--- config.mk ---
export PLATFORM = sky130hd
export DESIGN_NAME = tlk2711_axil_reg_bridge_flat
export DESIGN_NICKNAME = d
export VERILOG_FILES = /design/src/rtl/tlk2711_axil_reg_bridge_if.sv /design/src/rtl/tlk2711_axil_reg_bridge.sv /design/src/flat_wrapper.sv
export SDC_FILE = /design/constraint.sdc
export NUM_CORES = 1
export LEC_CHECK = 0
export BUFFER_PORTS_ARGS = -buffer_cell sky130_fd_sc_hd__buf_4
export CAP_MARGIN = 20
export CORE_MARGIN = 1.5
export CORE_UTILIZATION = 40
export DETAILED_ROUTE_END_ITERATION = 8
export MAX_ROUTING_LAYER = met4
export PLACE_DENSITY = 0.65
export SLEW_MARGIN = 20
export SYNTH_ARGS = -nofsm -noshare
export SYNTH_HDL_FRONTEND = slang
export SYNTH_SLANG_ARGS = --single-unit
--- constraint.sdc ---
create_clock -name ps_clk -period 2.3 [get_ports ps_clk]
set_input_delay 0.115 -clock ps_clk [delete_from_list [all_inputs] [get_ports ps_clk]]
set_output_delay 0.115 -clock ps_clk [all_outputs]
set_load 0.01 [all_outputs]
--- src/rtl/tlk2711_axil_reg_bridge_if.sv ---
`default_nettype none
//============================================================================
// Module      : tlk2711_axil_reg_bridge_if
// Description : AXI4-Lite channel bundle between the PS master (through the
//               interconnect) and tlk2711_axil_reg_bridge.
//               Signals:
//                 awaddr/awvalid/awready         write address channel
//                 wdata/wstrb/wvalid/wready      write data channel
//                 bresp/bvalid/bready            write response channel
//                 araddr/arvalid/arready         read address channel
//                 rdata/rresp/rvalid/rready      read data channel
//               Modports: master (PS side), slave (bridge side).
// Revision    : 1.0 - initial release
//============================================================================
interface tlk2711_axil_reg_bridge_if #(
    parameter int DATA_WIDTH = 64,
    parameter int ADDR_WIDTH = 16
);
    logic [ADDR_WIDTH-1:0]   awaddr;
    logic                    awvalid;
    logic                    awready;
    logic [DATA_WIDTH-1:0]   wdata;
    logic [DATA_WIDTH/8-1:0] wstrb;
    logic                    wvalid;
    logic                    wready;
    logic [1:0]              bresp;
    logic                    bvalid;
    logic                    bready;
    logic [ADDR_WIDTH-1:0]   araddr;
    logic                    arvalid;
    logic                    arready;
    logic [DATA_WIDTH-1:0]   rdata;
    logic [1:0]              rresp;
    logic                    rvalid;
    logic                    rready;

    modport master (
        output awaddr, awvalid, wdata, wstrb, wvalid, bready, araddr, arvalid, rready,
        input  awready, wready, bresp, bvalid, arready, rdata, rresp, rvalid
    );

    modport slave (
        input  awaddr, awvalid, wdata, wstrb, wvalid, bready, araddr, arvalid, rready,
        output awready, wready, bresp, bvalid, arready, rdata, rresp, rvalid
    );
endinterface
`default_nettype wire

--- src/rtl/tlk2711_axil_reg_bridge.sv ---
`default_nettype none
//============================================================================
// Module      : tlk2711_axil_reg_bridge
// Description : AXI4-Lite slave that turns PS register accesses into the
//               single-cycle strobe register bus of the TLK2711 register
//               manager. Independent write and read FSMs, one outstanding
//               transaction per direction.
//               Ports:
//                 ps_clk, ps_rst_n      clock, asynchronous active-low reset
//                 s_axil                AXI4-Lite slave (interface, slave)
//                 o_reg_wen/waddr/wdata one-cycle register write strobe
//                 o_reg_ren/raddr       one-cycle register read strobe
//                 i_reg_rdata           read data, RD_LATENCY cycles after ren
//               Optional feature macro: TLK2711_AXIL_STRB_CHECK_EN
//                 defined   : partial-strobe writes are refused with SLVERR
//                 undefined : wstrb ignored, every write is full-word
// Revision    : 1.0 - initial release
//============================================================================
module tlk2711_axil_reg_bridge #(
    parameter int                    DATA_WIDTH = 64,
    parameter int                    ADDR_WIDTH = 16,
    parameter logic [ADDR_WIDTH-1:0] ADDR_MASK  = 16'h00ff,
    parameter logic [ADDR_WIDTH-1:0] ADDR_BASE  = 16'h0000,
    parameter int                    RD_LATENCY = 1
) (
    input  wire logic                  ps_clk,
    input  wire logic                  ps_rst_n,
    tlk2711_axil_reg_bridge_if.slave   s_axil,
    output logic                       o_reg_wen,
    output logic [ADDR_WIDTH-1:0]      o_reg_waddr,
    output logic [DATA_WIDTH-1:0]      o_reg_wdata,
    output logic                       o_reg_ren,
    output logic [ADDR_WIDTH-1:0]      o_reg_raddr,
    input  wire logic [DATA_WIDTH-1:0] i_reg_rdata
);

    localparam logic [1:0] c_RESP_OKAY   = 2'b00;
    localparam logic [1:0] c_RESP_SLVERR = 2'b10;
    localparam logic [1:0] c_RESP_DECERR = 2'b11;

    localparam logic [1:0] W_IDLE  = 2'd0;
    localparam logic [1:0] W_ISSUE = 2'd1;
    localparam logic [1:0] W_RESP  = 2'd2;

    localparam logic [1:0] R_IDLE  = 2'd0;
    localparam logic [1:0] R_ISSUE = 2'd1;
    localparam logic [1:0] R_WAIT  = 2'd2;
    localparam logic [1:0] R_RESP  = 2'd3;

    // R_WAIT runs RD_LATENCY cycles; the counter is loaded with latency-1
    localparam logic [2:0] c_LAT_LOAD = 3'(RD_LATENCY - 1);

    function automatic logic f_in_window(input logic [ADDR_WIDTH-1:0] addr);
        return (addr & ~ADDR_MASK) == ADDR_BASE;
    endfunction

    //------------------------------------------------------------------------
    // Write path
    //------------------------------------------------------------------------
    logic [1:0]            r_wstate;
    logic                  r_awready;
    logic                  r_wready;
    logic                  r_aw_held;
    logic                  r_w_held;
    logic [ADDR_WIDTH-1:0] r_awaddr;
    logic [DATA_WIDTH-1:0] r_wdata;
    logic                  r_bvalid;
    logic [1:0]            r_bresp;
    logic                  r_wen;
    logic [ADDR_WIDTH-1:0] r_waddr_out;
    logic [DATA_WIDTH-1:0] r_wdata_out;

    logic                  w_aw_hs;
    logic                  w_w_hs;
    logic                  w_wr_go;
    logic [ADDR_WIDTH-1:0] w_wr_addr;
    logic [DATA_WIDTH-1:0] w_wr_data;
    logic [1:0]            w_wr_resp;

    assign w_aw_hs = s_axil.awvalid && r_awready;
    assign w_w_hs  = s_axil.wvalid && r_wready;

    // A channel handshaking in the same cycle as the other one is already
    // held is used straight from the bus, so no extra cycle is spent.
    assign w_wr_go   = (r_aw_held || w_aw_hs) && (r_w_held || w_w_hs);
    assign w_wr_addr = r_aw_held ? r_awaddr : s_axil.awaddr;
    assign w_wr_data = r_w_held  ? r_wdata  : s_axil.wdata;

`ifdef TLK2711_AXIL_STRB_CHECK_EN
    logic r_wstrb_full;
    logic w_wr_strb_full;

    assign w_wr_strb_full = r_w_held ? r_wstrb_full : (&s_axil.wstrb);

    // Decode error outranks the strobe error
    always_comb begin
        w_wr_resp = c_RESP_OKAY;
        if (!f_in_window(w_wr_addr)) begin
            w_wr_resp = c_RESP_DECERR;
        end else if (!w_wr_strb_full) begin
            w_wr_resp = c_RESP_SLVERR;
        end
    end

    always_ff @(posedge ps_clk or negedge ps_rst_n) begin
        if (!ps_rst_n) begin
            r_wstrb_full <= 1'b0;
        end else if (r_wstate == W_IDLE && w_w_hs && !w_wr_go) begin
            r_wstrb_full <= &s_axil.wstrb;
        end
    end
`else
    always_comb begin
        w_wr_resp = c_RESP_OKAY;
        if (!f_in_window(w_wr_addr)) begin
            w_wr_resp = c_RESP_DECERR;
        end
    end
`endif

    always_ff @(posedge ps_clk or negedge ps_rst_n) begin
        if (!ps_rst_n) begin
            r_wstate    <= W_IDLE;
            r_awready   <= 1'b0;
            r_wready    <= 1'b0;
            r_aw_held   <= 1'b0;
            r_w_held    <= 1'b0;
            r_awaddr    <= '0;
            r_wdata     <= '0;
            r_bvalid    <= 1'b0;
            r_bresp     <= 2'b00;
            r_wen       <= 1'b0;
            r_waddr_out <= '0;
            r_wdata_out <= '0;
        end else begin
            case (r_wstate)
                W_IDLE: begin
                    if (w_wr_go) begin
                        r_wstate  <= W_ISSUE;
                        r_awready <= 1'b0;
                        r_wready  <= 1'b0;
                        r_aw_held <= 1'b0;
                        r_w_held  <= 1'b0;
                        r_bresp   <= w_wr_resp;
                        r_wen     <= (w_wr_resp == c_RESP_OKAY);
                        // Strobe outputs only move on an issued write
                        if (w_wr_resp == c_RESP_OKAY) begin
                            r_waddr_out <= w_wr_addr;
                            r_wdata_out <= w_wr_data;
                        end
                    end else begin
                        if (w_aw_hs) begin
                            r_awaddr  <= s_axil.awaddr;
                            r_aw_held <= 1'b1;
                            r_awready <= 1'b0;
                        end else if (!r_aw_held) begin
                            r_awready <= 1'b1;
                        end
                        if (w_w_hs) begin
                            r_wdata  <= s_axil.wdata;
                            r_w_held <= 1'b1;
                            r_wready <= 1'b0;
                        end else if (!r_w_held) begin
                            r_wready <= 1'b1;
                        end
                    end
                end
                W_ISSUE: begin
                    r_wen    <= 1'b0;
                    r_bvalid <= 1'b1;
                    r_wstate <= W_RESP;
                end
                W_RESP: begin
                    if (s_axil.bready) begin
                        r_bvalid  <= 1'b0;
                        r_awready <= 1'b1;
                        r_wready  <= 1'b1;
                        r_wstate  <= W_IDLE;
                    end
                end
                default: begin
                    r_wstate <= W_IDLE;
                end
            endcase
        end
    end

    //------------------------------------------------------------------------
    // Read path
    //------------------------------------------------------------------------
    logic [1:0]            r_rstate;
    logic                  r_arready;
    logic                  r_rd_in_win;
    logic [2:0]            r_lat_cnt;
    logic                  r_rvalid;
    logic [1:0]            r_rresp;
    logic [DATA_WIDTH-1:0] r_rdata;
    logic                  r_ren;
    logic [ADDR_WIDTH-1:0] r_raddr_out;

    always_ff @(posedge ps_clk or negedge ps_rst_n) begin
        if (!ps_rst_n) begin
            r_rstate    <= R_IDLE;
            r_arready   <= 1'b0;
            r_rd_in_win <= 1'b0;
            r_lat_cnt   <= 3'd0;
            r_rvalid    <= 1'b0;
            r_rresp     <= 2'b00;
            r_rdata     <= '0;
            r_ren       <= 1'b0;
            r_raddr_out <= '0;
        end else begin
            case (r_rstate)
                R_IDLE: begin
                    if (s_axil.arvalid && r_arready) begin
                        r_arready   <= 1'b0;
                        r_rd_in_win <= f_in_window(s_axil.araddr);
                        r_ren       <= f_in_window(s_axil.araddr);
                        if (f_in_window(s_axil.araddr)) begin
                            r_raddr_out <= s_axil.araddr;
                        end
                        r_rstate <= R_ISSUE;
                    end else begin
                        r_arready <= 1'b1;
                    end
                end
                R_ISSUE: begin
                    r_ren <= 1'b0;
                    if (r_rd_in_win) begin
                        r_lat_cnt <= c_LAT_LOAD;
                        r_rstate  <= R_WAIT;
                    end else begin
                        r_rdata  <= '0;
                        r_rresp  <= c_RESP_DECERR;
                        r_rvalid <= 1'b1;
                        r_rstate <= R_RESP;
                    end
                end
                R_WAIT: begin
                    if (r_lat_cnt == 3'd0) begin
                        r_rdata  <= i_reg_rdata;
                        r_rresp  <= c_RESP_OKAY;
                        r_rvalid <= 1'b1;
                        r_rstate <= R_RESP;
                    end else begin
                        r_lat_cnt <= r_lat_cnt - 3'd1;
                    end
                end
                R_RESP: begin
                    if (s_axil.rready) begin
                        r_rvalid  <= 1'b0;
                        r_arready <= 1'b1;
                        r_rstate  <= R_IDLE;
                    end
                end
                default: begin
                    r_rstate <= R_IDLE;
                end
            endcase
        end
    end

    //------------------------------------------------------------------------
    // Outputs
    //------------------------------------------------------------------------
    assign s_axil.awready = r_awready;
    assign s_axil.wready  = r_wready;
    assign s_axil.bvalid  = r_bvalid;
    assign s_axil.bresp   = r_bresp;
    assign s_axil.arready = r_arready;
    assign s_axil.rvalid  = r_rvalid;
    assign s_axil.rresp   = r_rresp;
    assign s_axil.rdata   = r_rdata;

    assign o_reg_wen   = r_wen;
    assign o_reg_waddr = r_waddr_out;
    assign o_reg_wdata = r_wdata_out;
    assign o_reg_ren   = r_ren;
    assign o_reg_raddr = r_raddr_out;

endmodule
`default_nettype wire
--- src/flat_wrapper.sv ---
// flat-port wrapper written by rule: the top's interface ports become plain ports
module tlk2711_axil_reg_bridge_flat 
#(
    parameter int                    DATA_WIDTH = 64,
    parameter int                    ADDR_WIDTH = 16,
    parameter logic [ADDR_WIDTH-1:0] ADDR_MASK  = 16'h00ff,
    parameter logic [ADDR_WIDTH-1:0] ADDR_BASE  = 16'h0000,
    parameter int                    RD_LATENCY = 1
)
  (ps_clk, ps_rst_n, o_reg_wen, o_reg_waddr, o_reg_wdata, o_reg_ren, o_reg_raddr, i_reg_rdata, s_axil_awaddr, s_axil_awvalid, s_axil_wdata, s_axil_wstrb, s_axil_wvalid, s_axil_bready, s_axil_araddr, s_axil_arvalid, s_axil_rready, s_axil_awready, s_axil_wready, s_axil_bresp, s_axil_bvalid, s_axil_arready, s_axil_rdata, s_axil_rresp, s_axil_rvalid);
  tlk2711_axil_reg_bridge_if #(.DATA_WIDTH(DATA_WIDTH), .ADDR_WIDTH(ADDR_WIDTH)) s_axil_i ();
  input  wire logic ps_clk;
  input  wire logic ps_rst_n;
  output logic o_reg_wen;
  output logic [ADDR_WIDTH-1:0] o_reg_waddr;
  output logic [DATA_WIDTH-1:0] o_reg_wdata;
  output logic o_reg_ren;
  output logic [ADDR_WIDTH-1:0] o_reg_raddr;
  input  wire logic [DATA_WIDTH-1:0] i_reg_rdata;
  input wire logic [$bits(s_axil_i.awaddr)-1:0] s_axil_awaddr;
  input wire logic [$bits(s_axil_i.awvalid)-1:0] s_axil_awvalid;
  input wire logic [$bits(s_axil_i.wdata)-1:0] s_axil_wdata;
  input wire logic [$bits(s_axil_i.wstrb)-1:0] s_axil_wstrb;
  input wire logic [$bits(s_axil_i.wvalid)-1:0] s_axil_wvalid;
  input wire logic [$bits(s_axil_i.bready)-1:0] s_axil_bready;
  input wire logic [$bits(s_axil_i.araddr)-1:0] s_axil_araddr;
  input wire logic [$bits(s_axil_i.arvalid)-1:0] s_axil_arvalid;
  input wire logic [$bits(s_axil_i.rready)-1:0] s_axil_rready;
  output wire logic [$bits(s_axil_i.awready)-1:0] s_axil_awready;
  output wire logic [$bits(s_axil_i.wready)-1:0] s_axil_wready;
  output wire logic [$bits(s_axil_i.bresp)-1:0] s_axil_bresp;
  output wire logic [$bits(s_axil_i.bvalid)-1:0] s_axil_bvalid;
  output wire logic [$bits(s_axil_i.arready)-1:0] s_axil_arready;
  output wire logic [$bits(s_axil_i.rdata)-1:0] s_axil_rdata;
  output wire logic [$bits(s_axil_i.rresp)-1:0] s_axil_rresp;
  output wire logic [$bits(s_axil_i.rvalid)-1:0] s_axil_rvalid;
  assign s_axil_i.awaddr = s_axil_awaddr;
  assign s_axil_i.awvalid = s_axil_awvalid;
  assign s_axil_i.wdata = s_axil_wdata;
  assign s_axil_i.wstrb = s_axil_wstrb;
  assign s_axil_i.wvalid = s_axil_wvalid;
  assign s_axil_i.bready = s_axil_bready;
  assign s_axil_i.araddr = s_axil_araddr;
  assign s_axil_i.arvalid = s_axil_arvalid;
  assign s_axil_i.rready = s_axil_rready;
  assign s_axil_awready = s_axil_i.awready;
  assign s_axil_wready = s_axil_i.wready;
  assign s_axil_bresp = s_axil_i.bresp;
  assign s_axil_bvalid = s_axil_i.bvalid;
  assign s_axil_arready = s_axil_i.arready;
  assign s_axil_rdata = s_axil_i.rdata;
  assign s_axil_rresp = s_axil_i.rresp;
  assign s_axil_rvalid = s_axil_i.rvalid;
  tlk2711_axil_reg_bridge #(.DATA_WIDTH(DATA_WIDTH), .ADDR_WIDTH(ADDR_WIDTH), .ADDR_MASK(ADDR_MASK), .ADDR_BASE(ADDR_BASE), .RD_LATENCY(RD_LATENCY)) u_core (.ps_clk(ps_clk), .ps_rst_n(ps_rst_n), .s_axil(s_axil_i), .o_reg_wen(o_reg_wen), .o_reg_waddr(o_reg_waddr), .o_reg_wdata(o_reg_wdata), .o_reg_ren(o_reg_ren), .o_reg_raddr(o_reg_raddr), .i_reg_rdata(i_reg_rdata));
endmodule
# Word-level counts from Yosys, hierarchy flattened
# Cells that the tools add are included.
word_totals:
  word_cells: 124
  mem_count: 0
  romBits: 0
  regBits: 261
  latchBits: 0
  mem_bits_rw: 0
  input_bits: 175
classes:
  div: 0
  order_cmp: 0
  mux: 46
  multipliers: 0
  n_addsub: 1
  n_reduce_logical: 40
  bitwise_logic: 1
  n_eq_ne: 15
  n_shift: 0
ops:
  columns: ["operator", "n"]
  rows:
  - ["64-bit 2-to-1 mux", 3]
  - ["64-bit one-hot mux with 2 select lines", 1]
  - ["16-bit logical NOT", 2]
  - ["3-bit AND reduction", 9]
  - ["1-bit 2-to-1 mux", 20]
  - ["2-bit AND reduction", 9]
  - ["16-bit 2-to-1 mux", 1]
  - ["2-bit 2-to-1 mux", 8]
  - ["2-bit nonzero test", 8]
  - ["1-bit one-hot mux with 2 select lines", 6]
  - ["2-bit by 1-bit != test with 1-bit output, second input constant", 4]
  - ["2-bit != test, second input constant", 4]
  - ["4-bit != test, second input constant", 2]
  - ["2-bit one-hot mux with 4 select lines", 1]
  - ["2-bit == test, second input constant", 3]
  - ["2-bit logical NOT", 3]
  - ["3-bit 2-to-1 mux", 2]
  - ["2-bit one-hot mux with 3 select lines", 1]
  - ["3-bit one-hot mux with 2 select lines", 1]
  - ["2-bit by 1-bit == test with 1-bit output, second input constant", 2]
  - ["1-bit logical AND", 4]
  - ["2-bit one-hot mux with 2 select lines", 1]
  - ["4-bit AND reduction", 1]
  - ["3-bit logical NOT", 1]
  - ["other kinds (5)", 6]

# Depth between registers and ports, before layout
# Gate-level depths: netlist of the first run.
depth:
  depth_word: 6
  ltp_mapped: 8
  depth_no_buf: 6

# Worst setup path after synthesis of the first run
# OpenSTA, ideal clock, no wires.
synth_timing:
  path_type: "register to register"
  startpoint: "register u_core.r_lat_cnt[0]"
  endpoint: "register u_core.r_rdata[14] (netlist: u_core.s_axil.rdata[14])"
  t_arrival_ns: 1.778
  stages_incl_launch_ff: 8
  setup_time_ns: 0.066
  setup_slack_ns: 0.455
  synth_period_minus_slack_ns: 1.845
  cell_sequence: "dfrtp_1 > inv_1 > ha_1 > nor2b_1 > and4_1 > clkbuf_1 > clkbuf_1 > a22o_1"
synth_via:
  elab_chain_cells: 3
synth_lines:
  columns: ["element", "line_no", "source"]
  rows:
  - ["start: declaration", "tlk2711_axil_reg_bridge.sv:194", "logic [2:0] r_lat_cnt;"]
  - ["start signal: assignment", "tlk2711_axil_reg_bridge.sv:230", "r_lat_cnt <= c_LAT_LOAD;"]
  - ["start signal: assignment", "tlk2711_axil_reg_bridge.sv:246", "r_lat_cnt <= r_lat_cnt - 3'd1;"]
  - ["3-bit logical NOT", "tlk2711_axil_reg_bridge.sv:240", "if (r_lat_cnt == 3'd0) begin"]
  - ["2-bit by 1-bit != test with 1-bit output (no source line)", null, null]
  - ["3-bit AND reduction (no source line)", null, null]
  - ["end signal: assignment", "tlk2711_axil_reg_bridge.sv:241", "r_rdata <= i_reg_rdata;"]
  - ["end: declaration", "tlk2711_axil_reg_bridge.sv:197", "logic [DATA_WIDTH-1:0] r_rdata;"]
# No other way between the ends.
# A chain may end at the register's enable or synchronous reset.

# Final worst setup path of the first run
layout_timing:
  startpoint: "register u_core.r_rstate[0]"
  endpoint: "register u_core.r_raddr_out[2] (netlist: u_core.o_reg_raddr[2])"
layout_via:
  elab_chain_cells: 2
layout_lines:
  columns: ["element", "line_no", "source"]
  rows:
  - ["start: declaration", "tlk2711_axil_reg_bridge.sv:191", "logic [1:0] r_rstate;"]
  - ["start signal: assignment", "tlk2711_axil_reg_bridge.sv:203", "r_rstate <= R_IDLE;"]
  - ["start signal: assignment", "tlk2711_axil_reg_bridge.sv:222", "r_rstate <= R_ISSUE;"]
  - ["start signal: assignment", "tlk2711_axil_reg_bridge.sv:231", "r_rstate <= R_WAIT;"]
  - ["2-bit logical NOT", "tlk2711_axil_reg_bridge.sv:213", "case (r_rstate)"]
  - ["3-bit AND reduction (no source line)", null, null]
  - ["end signal: assignment", "tlk2711_axil_reg_bridge.sv:220", "r_raddr_out <= s_axil.araddr;"]
  - ["end: declaration", "tlk2711_axil_reg_bridge.sv:199", "logic [ADDR_WIDTH-1:0] r_raddr_out;"]
# No other way between the ends.

==> metrics.md, run 1 <==
| Metric | Value |
|---|---|
| Status | `finished, violations left` |
| Failing checks | `DRC` |
| Clock power frac | `about a quarter` |
| Clock transition at the registers of the reported paths | `0.06 ns` |
| Reg-to-reg critical path startpoint | `u_core.r_rstate[0]` |
| Initial antenna violation count | `0` |
| Setup Crit Path Kind | `reg -> reg` |
| Utilization of the core after routing | `approximately three fifths` |
| Syn Area/Cell | `between 15 and 20 sq um` |
| Post-CTS Setup Bufs | `0` |
| Placed cell area | `13,600 sq um` |
| Max incr delay on CP | `0.46 ns` |
| CP max FO | `8` |
| CTS Sinks | `roughly 260` |
| Slew @ Worst Pin | `0.717 ns` |
| Max Freq | `between 500 and 600 MHz` |
| Setup TNS | `0 ns` |
| R2r worst-path depth | `6` |
| Share of cells above drive strength 1 | `47.4%` |
| Mapped Nets | `approximately 890` |
| Ys async rst share | `100%` |
| 1st-pass router iterations | `8` |
| MaxCap Viol Count | `0` |
| Number of flops mapped to enable cells by yosys | `0` |
| Most numerous cell in the Yosys netlist | `dfrtp_1` |
| Sw power | `between 5 and 6 mW` |
| IO Pins | `between 300 and 400` |
| Initial Utilization | `between 40 and 50%` |
| Clk_skew | `0.0228 ns` |
| Clk buf depth | `3` |
| Final Cell Area | `~16,000 sq um` |
| Register area | `6480 sq um` |
| Grt total ovfl | `0` |
| Die Area | `27,600 sq um` |
| RSZ-0062 raised after global routing | `false` |
| Final setup fails | `0` |
| Worst flop-to-flop path endpoint | `u_core.o_reg_raddr[2]` |
| Vias in the first global route | `~8,200` |
| Fin crit period | `between 1.5 and 2 ns` |
| Post-CTS resize count | `0` |
| Distinct cells, synth | `42` |
| Synthesized flop and latch total | `around 260` |
| Sequential fraction of the synthesis area | `about three fifths` |
| Via count | `around 7,700` |
| R2R Setup Slk | `roughly 0.36 ns` |
| Core ar. | `roughly 26,000 sq um` |
| GP Congestion | `slightly below 0.8` |
| Yosys warns | `0` |
| DPL Wire Length | `around 18,000 microns` |
| Worst VDD drop | `around 770 uV` |
| CP Launch Type | `flop` |
| Switch share | `30.6%` |
| Fill count | `between 2,000 and 2,500` |
| Gr usage total | `20.8%` |
| CTS tree | `yes` |
| Post-synthesis cell area | `10,700 sq um` |
| Max Slew Vio Count | `0` |
| Drt wl/cell | `17.6 microns` |
| CTS H-Tree Depth | `1` |
| Power Internal | `between 10 and 15 mW` |
| Largest area contributor in the synthesized netlist | `dfrtp_1` |
| Top-area cell type share of the netlist area | `between 60% and 70%` |
| Gate Count Post-Synth | `just over 700` |
| Final hold viol count | `0` |
| Max transition margin | `between 50% and 60%` |
| HP Class | `in -> async` |
| Core Rows | `59` |
| Data arrival, critical path | `2.35 ns` |
| Syn-to-layout area delta | `52.0%` |
| TritonCTS Buffers | `29` |
| DRC | `17` |
| Final nets | `1,389` |
| I/O Buffers | `between 300 and 400` |
| Critical Path RT | `between 2 and 3 ns` |
| Post-CTS Hold Buffers | `159` |
| Lkg Pwr | `8.05 nW` |
| Critical Path End Type | `flop` |
| PwrDens | `~1200 nW/um^2` |
| Area of the multi-input gates | `between 3000 and 4000 sq um` |
| Post-synth top cells | `259 x dfrtp_1, 155 x mux2_2, 70 x mux2_1` |
| Die W | `166 microns` |
| Final ANT Viol Nets | `0` |
| DRT iter0 DRCs | `about 350` |
| Gate power share | `a little under two fifths` |
| Critical-path top delay cell | `or3_1` |
| Die height | `~170 microns` |
| Synth area leaders | `dfrtp_1 61%, mux2_2 16%, mux2_1 7.4%, a22o_1 5.5%, mux2_4 1.1%` |
| First-pass GRT wire length | `approximately 45,000 microns` |
| Ant. Diodes | `0` |
| CP Cell Sequence | `inv_1 -> ha_1 -> nand3_1 -> or3_1 -> buf_4 -> mux2_4` |
| Largest net degree at the start of global routing | `64` |
| Worst-Skew Late Latency | `between 0.5 and 0.6 ns` |
| Final critical-path share of the clock period | `a little over four fifths` |
| Root buf cell | `clkbuf_16` |
| DR vias/cell | `4.89` |
| Sequential fraction of design power | `a little under two fifths` |
| Top FF cell, synth | `dfrtp_1` |
| Final WL | `27,600 microns` |
[how the worst max path moves through the flow]
stage | startpoint | to | slack, ns | cells past startpoint
global placement | u_core.r_rstate[0] | u_core.o_reg_raddr[4] | 0.38 | 6
floorplan | u_core.r_lat_cnt[0] | u_core.s_axil.rdata[14] | 0.46 | 7
global route | u_core.r_rstate[0] | u_core.o_reg_raddr[2] | 0.25 | 6
detailed placement | u_core.r_rstate[0] | u_core.o_reg_raddr[2] | 0.36 | 6
CTS | u_core.r_rstate[0] | u_core.o_reg_raddr[2] | 0.36 | 6
finish | u_core.r_rstate[0] | u_core.o_reg_raddr[2] | 0.36 | 6
[flip-flops by register name, indices dropped and copies added, names as in the netlist, 2 cells and up]
name,cells
u_core.r_wdata,64
u_core.s_axil.rdata,64
u_core.r_awaddr,16
u_core.o_reg_raddr,16
u_core.r_wstate,2
u_core.r_rstate,2
u_core.o_reg_waddr,16
u_core.o_reg_wdata,64
u_core.r_lat_cnt,3
[layout make-up]
class | count | share of cell area, %
clock buffer | 42 | 5.28
clock inverter | 11 | 0.858
inverter | 9 | 0.209
multi-input combinational | 395 | 24.1
sequential | 259 | 40.0
tap | 335 | 2.59
timing repair buffer | 514 | 26.9
[cell usage in the layout, fill, tap and decap left out, types with 6 or more instances in the layout]
cell type / instances
a21oi_1: 9
a22o_1: 67
and2_2: 8
buf_12: 8
buf_4: 346
clkbuf_16: 29
clkbuf_8: 8
dfrtp_1: 258
dlygate4sd3_1: 159
ha_1: 6
inv_1: 9
mux2_1: 70
mux2_2: 155
mux2_4: 8
nand2_1: 9
nor2_1: 9
nor2b_1: 10
[layer usage]
layer	up-vias	GRT usage (%)	share of wire [%]
li1	3564	-	-
met1	3813	24.7	41
met2	238	35.9	51
met3	39	4.39	6.2
met4	0	5.07	1.9
met5	-	-	0
[stage by stage]
stage / instances / hold WS (ns) / total power [mW] / setup WS, ns
after floorplan: 707 / -0.181 / 11.0 / 0.455
after global placement: 1353 / 0.0875 / 13.8 / 0.375
after detailed placement: 1353 / 0.0865 / 13.9 / 0.361
after CTS: 1565 / 0.106 / 18.9 / 0.355
after global routing: 1565 / 0.139 / 19.9 / 0.249
final: 1565 / 0.104 / 18.7 / 0.356
[kinds of logic (layout without fill, tap and decap cells)]
family | after synthesis | count (layout) | synth area share [%]
buf+inv | 53 | 576 | 2.77
fa+ha+maj | 6 | 6 | 0.705
flops | 259 | 259 | 60.8
mux | 234 | 234 | 25.0
simple gates | 58 | 58 | 3.27
compound gates | 97 | 97 | 7.40
[power groups by stage]
stage / clock (mW) / combinational [mW] / sequential (mW)
6_report: 4.71 / 6.90 / 7.13
5_1_grt: 5.05 / 7.48 / 7.36
4_1_cts: 4.86 / 6.98 / 7.12
3_5_place_dp: 0 / 6.74 / 7.18
3_3_place_gp: 0 / 6.63 / 7.12
2_1_floorplan: 0 / 3.63 / 7.41
[critical path: cells and delay by family, from the launching register on]
kind / cells / cell delay, ns
muxes: 1 / 0.30
DFF: 1 / 0.42
and+or+nand+nor: 2 / 0.58
adders and majority gates: 1 / 0.19
buffers and inverters: 2 / 0.33
Power figures use the tool's default switching activity.
==> inputs of run 2 (changes only) <==
--- a/config.mk
+++ b/config.mk
@@ -11,7 +11,7 @@
 export CORE_UTILIZATION = 40
 export DETAILED_ROUTE_END_ITERATION = 8
 export MAX_ROUTING_LAYER = met4
-export PLACE_DENSITY = 0.65
+export PLACE_DENSITY = 0.68
 export SLEW_MARGIN = 20
 export SYNTH_ARGS = -nofsm -noshare
 export SYNTH_HDL_FRONTEND = slang
==> constraint.sdc (replaced) <==
create_clock -name ps_clk -period 1.63 [get_ports ps_clk]
set_input_delay 0.0815 -clock ps_clk [delete_from_list [all_inputs] [get_ports ps_clk]]
set_output_delay 0.0815 -clock ps_clk [all_outputs]
set_load 0.01 [all_outputs]
==> metrics.md, run 2 (synthesis results as in run 1) <==
| Metric | Value |
|---|---|
| RSZ-0062 raised after global routing | `true` |
| PwrDens | `1670 nW/um^2 (+44%)` |
| Die Area | `27,600 sq um (unchanged)` |
| Root buf cell | `clkbuf_16` |
| CTS H-Tree Depth | `1 (unchanged)` |
| Gr usage total | `22.1% (+1.3 points)` |
| Final WL | `32,400 microns (+17%)` |
| Critical Path End Type | `flop` |
| Share of cells above drive strength 1 | `55.6% (+8.2 points)` |
| Status | `finished, violations left` |
| Non-Filler Instances | `1,622 (+3.6%)` |
| Top Family by Delay on Critical Path | `simple AND/OR/NAND/NOR gates` |
| Final nets | `1,448 (+4.2%)` |
| Clock transition at the registers of the reported paths | `0.06 ns (about the same)` |
| Top Usage Layer GRT | `met2` |
| TritonCTS Buffers | `28 (-3.4%)` |
| HP Class | `in -> reg` |
| Met2 GRT Util | `38.6% (+2.7 points)` |
| CP bufs+invs | `2 (unchanged)` |
| Die W | `166 microns (unchanged)` |
| Clk buf depth | `3 (unchanged)` |
| DRC | `20 (+3)` |
| GP Congestion | `0.811 (+2.5%)` |
| Clk_skew | `0.00762 ns (-0.0151 ns)` |
| Data arrival, critical path | `2.24 ns (-0.11 ns)` |
| R2r worst-path depth | `6 (unchanged)` |
| MaxCap Viol Count | `0 (unchanged)` |
| Max Slew Vio Count | `0 (unchanged)` |
| Post-route setup slack | `-0.200 ns (-0.556 ns)` |
| Worst min-delay path startpoint | `s_axil_araddr[14]` |
| DR vias/cell | `5.07 (+3.6%)` |
| Utilization of the core after routing | `66.0% (+4.1 points)` |
| Hold path depth | `5` |
| Placed instance count | `1,387 (+2.5%)` |
| CP Cell Sequence | `nor4_2 -> nand3_1 -> a21boi_4 -> buf_12 -> clkbuf_16 -> mux2_1` |
| Final critical-path share of the clock period | `112% (+28 points)` |
| Final setup fails | `77 (+77)` |
| Max incr delay on CP | `0.38 ns (-0.08 ns)` |
| IO Pins | `346 (unchanged)` |
| Commonest non-fill, non-tap cell in the layout | `buf_4` |
| CP Launch Type | `flop` |
| CP max FO | `11 (+3)` |
| Drt wl/cell | `20.0 microns (+13%)` |
| Critical Path RT | `2.04 ns (-0.67 ns)` |
| Hold Path End | `u_core.r_rd_in_win` |
| Max transition margin | `64.7% (+13 points)` |
| Grt total ovfl | `0 (unchanged)` |
| I/O Buffers | `337 (unchanged)` |
| DRT iter0 DRCs | `423 (+23%)` |
| Final hold viol count | `0 (unchanged)` |
| Fill count | `1,843 (-10%)` |
| Core Rows | `59 (unchanged)` |
| Die height | `166 microns (unchanged)` |
| Vias in the first global route | `8,755 (+6.3%)` |
| Most frequent cells in the layout | `377 x buf_4, 255 x dfrtp_1, 158 x dlygate4sd3_1` |
| Worst-Skew Late Latency | `0.53 ns (about the same)` |
| Via count | `8,220 (+7.4%)` |
| 1st-pass router iterations | `7 (-1)` |
| Fin crit period | `1.83 ns (-0.114 ns)` |
| Slew @ Worst Pin | `0.530 ns (-0.188 ns)` |
| Reg-to-reg critical path startpoint | `u_core.r_awaddr[10]` |
| Max Freq | `547 MHz (+6.2%)` |
| Worst VDD drop | `1220 uV (+58%)` |
| Met1 Use GR | `26.1% (+1.4 points)` |
| Failing checks | `DRC, setup timing` |
| R2R Setup Slk | `-0.20 ns (-0.56 ns)` |
| First-pass GRT wire length | `47,300 microns (+6.0%)` |
| Core ar. | `26,100 sq um (unchanged)` |
| DPL Wire Length | `19,000 microns (+5.0%)` |
| Worst Setup SP | `u_core.r_awaddr[10]` |
| Final ANT Viol Nets | `0 (unchanged)` |
| Initial antenna violation count | `0 (unchanged)` |
| CTS Sinks | `259 (unchanged)` |
| Initial Utilization | `40.8% (unchanged)` |
| GRT met3 Usage | `4.43% (+0.048 points)` |
| Lkg Pwr | `8.46 nW (+5.2%)` |
| CTS tree | `yes` |
| Ant. Diodes | `0 (unchanged)` |
| Pre-CTS setup slack | `-0.228 ns (-0.589 ns)` |
| Worst Hold Slack | `0.100 ns (-0.00336 ns)` |
| Worst flop-to-flop path endpoint | `u_core.o_reg_wdata[13]` |
| Syn-to-layout area delta | `62.0%` |
| Largest net degree at the start of global routing | `62 (-3.1%)` |
| Setup Crit Path Kind | `reg -> reg` |
| Critical-path top delay cell | `dfrtp_1` |
-- run 2: cell count changes in the layout (fill, tap and decap cells not counted), sizes merged --
cell	before	now
clkbuf	42	53
clkinvlp	2	0
bufinv	3	1
buf	355	407
dlygate4sd3	159	158
inv	10	9
-- run 2: where the power goes --
| part | total, mW | internal (mW) | leakage [nW] | switching, mW |
|---|---|---|---|---|
| clock network | 6.24 | 3.72 | 0.451 | 2.52 |
| logic | 12.3 | 7.16 | 4.65 | 5.16 |
| registers | 10.2 | 8.83 | 3.37 | 1.37 |
-- run 2: how the worst max path moves through the flow --
stage	slack [ns]	depth (start not counted)	to
after floorplan	-0.16	6	u_core.o_reg_waddr[0]
after global placement	-0.22	5	u_core.o_reg_wdata[52]
after detailed placement	-0.23	5	u_core.o_reg_wdata[52]
after CTS	-0.21	6	u_core.o_reg_wdata[52]
after global routing	-0.28	6	u_core.o_reg_wdata[13]
final	-0.20	6	u_core.o_reg_wdata[13]
-- run 2: layer usage --
metal  wire length, microns  vias to the layer above
li1                       -                     3678
met1                  12900                     4174
met2                  16700                      317
met3                   2150                       51
met4                    744                        0
met5                      0                        -
-- run 2: worst register-to-register path, cell delays in order, from the launching register on --
cell       delay, ns
dfrtp_1         0.38
nor4_2          0.26
nand3_1         0.16
a21boi_4        0.23
buf_12          0.16
clkbuf_16       0.19
mux2_1          0.34
-- run 2: timing repair --
item / in CTS / in global routing
gates resized for setup: 14 / 82
hold buffers: 158 / 0
buffers inserted: 7 / 8
setup endpoints to repair: 82 / 206
pin swaps: 3 / 9
gates cloned: 2 / 10
hold endpoints to repair: 491 / 0
-- run 2: area by class of cell --
cell class	instances	area [sq um]	area share, %
Clock inverter	6	55.1	0.319
Sequential cell	259	6490	37.6
Tap cell	335	419	2.43
Inverter	9	33.8	0.196
Timing Repair Buffer	574	5170	30.0
Clock buffer	44	852	4.94
Multi-Input combinational cell	395	4230	24.5
-- run 2: through the flow --
step | TNS (ns) | power (mW) | area, sq um
after floorplan | -11.18 | 15.7 | 10700
after global placement | -14.52 | 20.0 | 14000
after detailed placement | -14.71 | 20.3 | 14000
after CTS | -12.71 | 27.1 | 16600
after global routing | -21.29 | 30.2 | 17300
final | -12.30 | 28.8 | 17300
==> inputs of run 3 (changes only) <==
--- a/config.mk
+++ b/config.mk
@@ -12,6 +12,7 @@
 export DETAILED_ROUTE_END_ITERATION = 8
 export MAX_ROUTING_LAYER = met4
 export PLACE_DENSITY = 0.68
+export REMOVE_ABC_BUFFERS = 1
 export SLEW_MARGIN = 20
 export SYNTH_ARGS = -nofsm -noshare
 export SYNTH_HDL_FRONTEND = slang
==> metrics.md, run 3 (synthesis results as in run 1) <==
| Metric | Value |
|---|---|
| Clk_skew | `0.00937 ns (+0.00174 ns)` |
| PwrDens | `1660 nW/um^2 (-0.48%)` |
| Post-route setup slack | `-0.218 ns (-0.0187 ns)` |
| Register area | `6480 sq um (about the same)` |
| Setup TNS | `-13.58 ns (-1.28 ns)` |
| DR vias/cell | `5.03 (-0.83%)` |
| CTS H-Tree Depth | `1 (unchanged)` |
| RSZ-0062 raised after global routing | `true` |
| Commonest non-fill, non-tap cell in the layout | `buf_4` |
| CTS Sinks | `259 (unchanged)` |
| Fill count | `1,846 (+0.16%)` |
| Grt total ovfl | `0 (unchanged)` |
| Critical Path End Type | `flop` |
| Gr usage total | `22.8% (+0.71 points)` |
| Core Rows | `59 (unchanged)` |
| Critical Path RT | `2.04 ns (about the same)` |
| CP Launch Type | `flop` |
| Max transition margin | `75.1% (+10 points)` |
| Final hold viol count | `0 (unchanged)` |
| Failing checks | `DRC, setup timing` |
| Status | `finished, violations left` |
| Final WL | `31,900 microns (-1.5%)` |
| Fin crit period | `1.85 ns (+0.0187 ns)` |
| CTS tree | `yes` |
| R2r worst-path depth | `6 (unchanged)` |
| Most frequent cells in the layout | `376 x buf_4, 257 x dfrtp_1, 158 x dlygate4sd3_1` |
| R2R Setup Slk | `-0.22 ns (-0.02 ns)` |
| MaxCap Viol Count | `0 (unchanged)` |
| Worst-Skew Late Latency | `0.53 ns (about the same)` |
| Data arrival, critical path | `2.26 ns (+0.02 ns)` |
| Final nets | `1,451 (+0.21%)` |
| Die Area | `27,600 sq um (unchanged)` |
| DPL Wire Length | `18,900 microns (about the same)` |
| Largest net degree at the start of global routing | `70 (+13%)` |
| DRT iter0 DRCs | `413 (-2.4%)` |
| Vias in the first global route | `8,819 (+0.73%)` |
| Root buf cell | `clkbuf_16` |
| Clk buf depth | `3 (unchanged)` |
| Worst VDD drop | `1060 uV (-13%)` |
| Slew @ Worst Pin | `0.373 ns (-0.156 ns)` |
| Via count | `8,172 (-0.58%)` |
| Syn-to-layout area delta | `62.4%` |
| Die W | `166 microns (unchanged)` |
| IO Pins | `346 (unchanged)` |
| Total power | `28.7 mW (-0.21%)` |
| Setup Crit Path Kind | `reg -> reg` |
| CP max FO | `17 (+6)` |
| DRC | `21 (+5.0%)` |
| HP Class | `in -> reg` |
| 1st-pass router iterations | `7 (unchanged)` |
| Final ANT Viol Nets | `0 (unchanged)` |
| Final setup fails | `81 (+5.2%)` |
| Drt wl/cell | `19.6 microns (-1.8%)` |
| Clock transition at the registers of the reported paths | `0.06 ns (about the same)` |
| Hold path depth | `5 (unchanged)` |
| Share of cells above drive strength 1 | `55.0% (-0.52 points)` |
| TritonCTS Buffers | `29 (+3.6%)` |
| Initial Utilization | `40.8% (unchanged)` |
| Final critical-path share of the clock period | `113% (+1.1 points)` |
| Lkg Pwr | `8.52 nW (+0.66%)` |
| Worst flop-to-flop path endpoint | `u_core.o_reg_wdata[35]` |
| Max Freq | `541 MHz (-1.0%)` |
| Worst min-delay path startpoint | `s_axil_araddr[14]` |
| Initial antenna violation count | `1 (+1)` |
| GP Congestion | `0.771 (-4.9%)` |
| Max Slew Vio Count | `0 (unchanged)` |
| Core ar. | `26,100 sq um (unchanged)` |
| Area of the multi-input gates | `4230 sq um (-0.12%)` |
| First-pass GRT wire length | `48,700 microns (+3.1%)` |
| Die height | `166 microns (unchanged)` |
| I/O Buffers | `337 (unchanged)` |
| Hold Path End | `u_core.r_rd_in_win` |
| Reg-to-reg critical path startpoint | `u_core.r_aw_held` |
==> run 3: what timing repair did <==
action	CTS	global route
cloned	1	10
hold endpoints to repair	491	0
hold buffers	159	0
gates resized for setup	69	24
buffers inserted	8	4
endpoints found under the setup margin	187	218
pin swaps	6	7
==> run 3: report_power, final <==
part | switching (mW) | internal, mW
combinational | 5.06 | 6.95
sequential | 1.34 | 8.82
clock | 2.60 | 3.92
total | 9.00 | 19.7
==> run 3: through the flow <==
stage               utilization [%]  worst slack [ns]  std cells  hold WS [ns]  instance area (sq um)
floorplan                         -             -5.23        663        -0.214                  10400
global placement               53.8            -0.238       1393       -0.0453                  14100
detailed placement             53.8            -0.253       1393       -0.0426                  14100
CTS                            65.0            -0.226       1612        0.0498                  17000
global route                   66.2            -0.318       1626         0.109                  17300
finish                         66.2            -0.218       1626        0.0954                  17300
==> run 3: final cells by class <==
| type | instances | share of cell area [%] |
|---|---|---|
| Multi-Input combinational cell | 396 | 24.4 |
| Antenna cell | 1 | 0.0145 |
| Clock buffer | 39 | 4.87 |
| Inverter | 9 | 0.195 |
| Timing Repair Buffer | 575 | 29.9 |
| Tap cell | 335 | 2.42 |
| Clock inverter | 12 | 0.694 |
| Sequential cell | 259 | 37.5 |
==> run 3: metal layers <==
metal	vias up	track usage (%)	routed length [microns]
li1	3703	-	-
met1	4118	27.8	12800
met2	299	39.2	16500
met3	52	4.05	1970
met4	0	5.66	646
met5	-	-	0
==> run 3: worst max-delay path by stage <==
stage / depth (start not counted) / slack [ns] / endpoint / start
finish: 6 / -0.22 / u_core.o_reg_wdata[35] / u_core.r_aw_held
global route: 6 / -0.32 / u_core.o_reg_wdata[35] / u_core.r_awaddr[13]
CTS: 6 / -0.23 / u_core.o_reg_wdata[35] / u_core.r_awaddr[13]
detailed placement: 6 / -0.25 / u_core.o_reg_wdata[47] / u_core.r_awaddr[10]
global placement: 6 / -0.24 / u_core.o_reg_wdata[10] / u_core.r_awaddr[10]
floorplan: 4 / -5.23 / u_core.o_reg_wdata[52] / u_core.r_w_held
==> run 3: worst max-delay path: stages, from the launching register on <==
cell and delay, ns:
dfrtp_2 0.45, nor3_1 0.21, nand3_1 0.17, a21boi_4 0.24, buf_4 0.15, buf_12 0.15, mux2_1 0.34
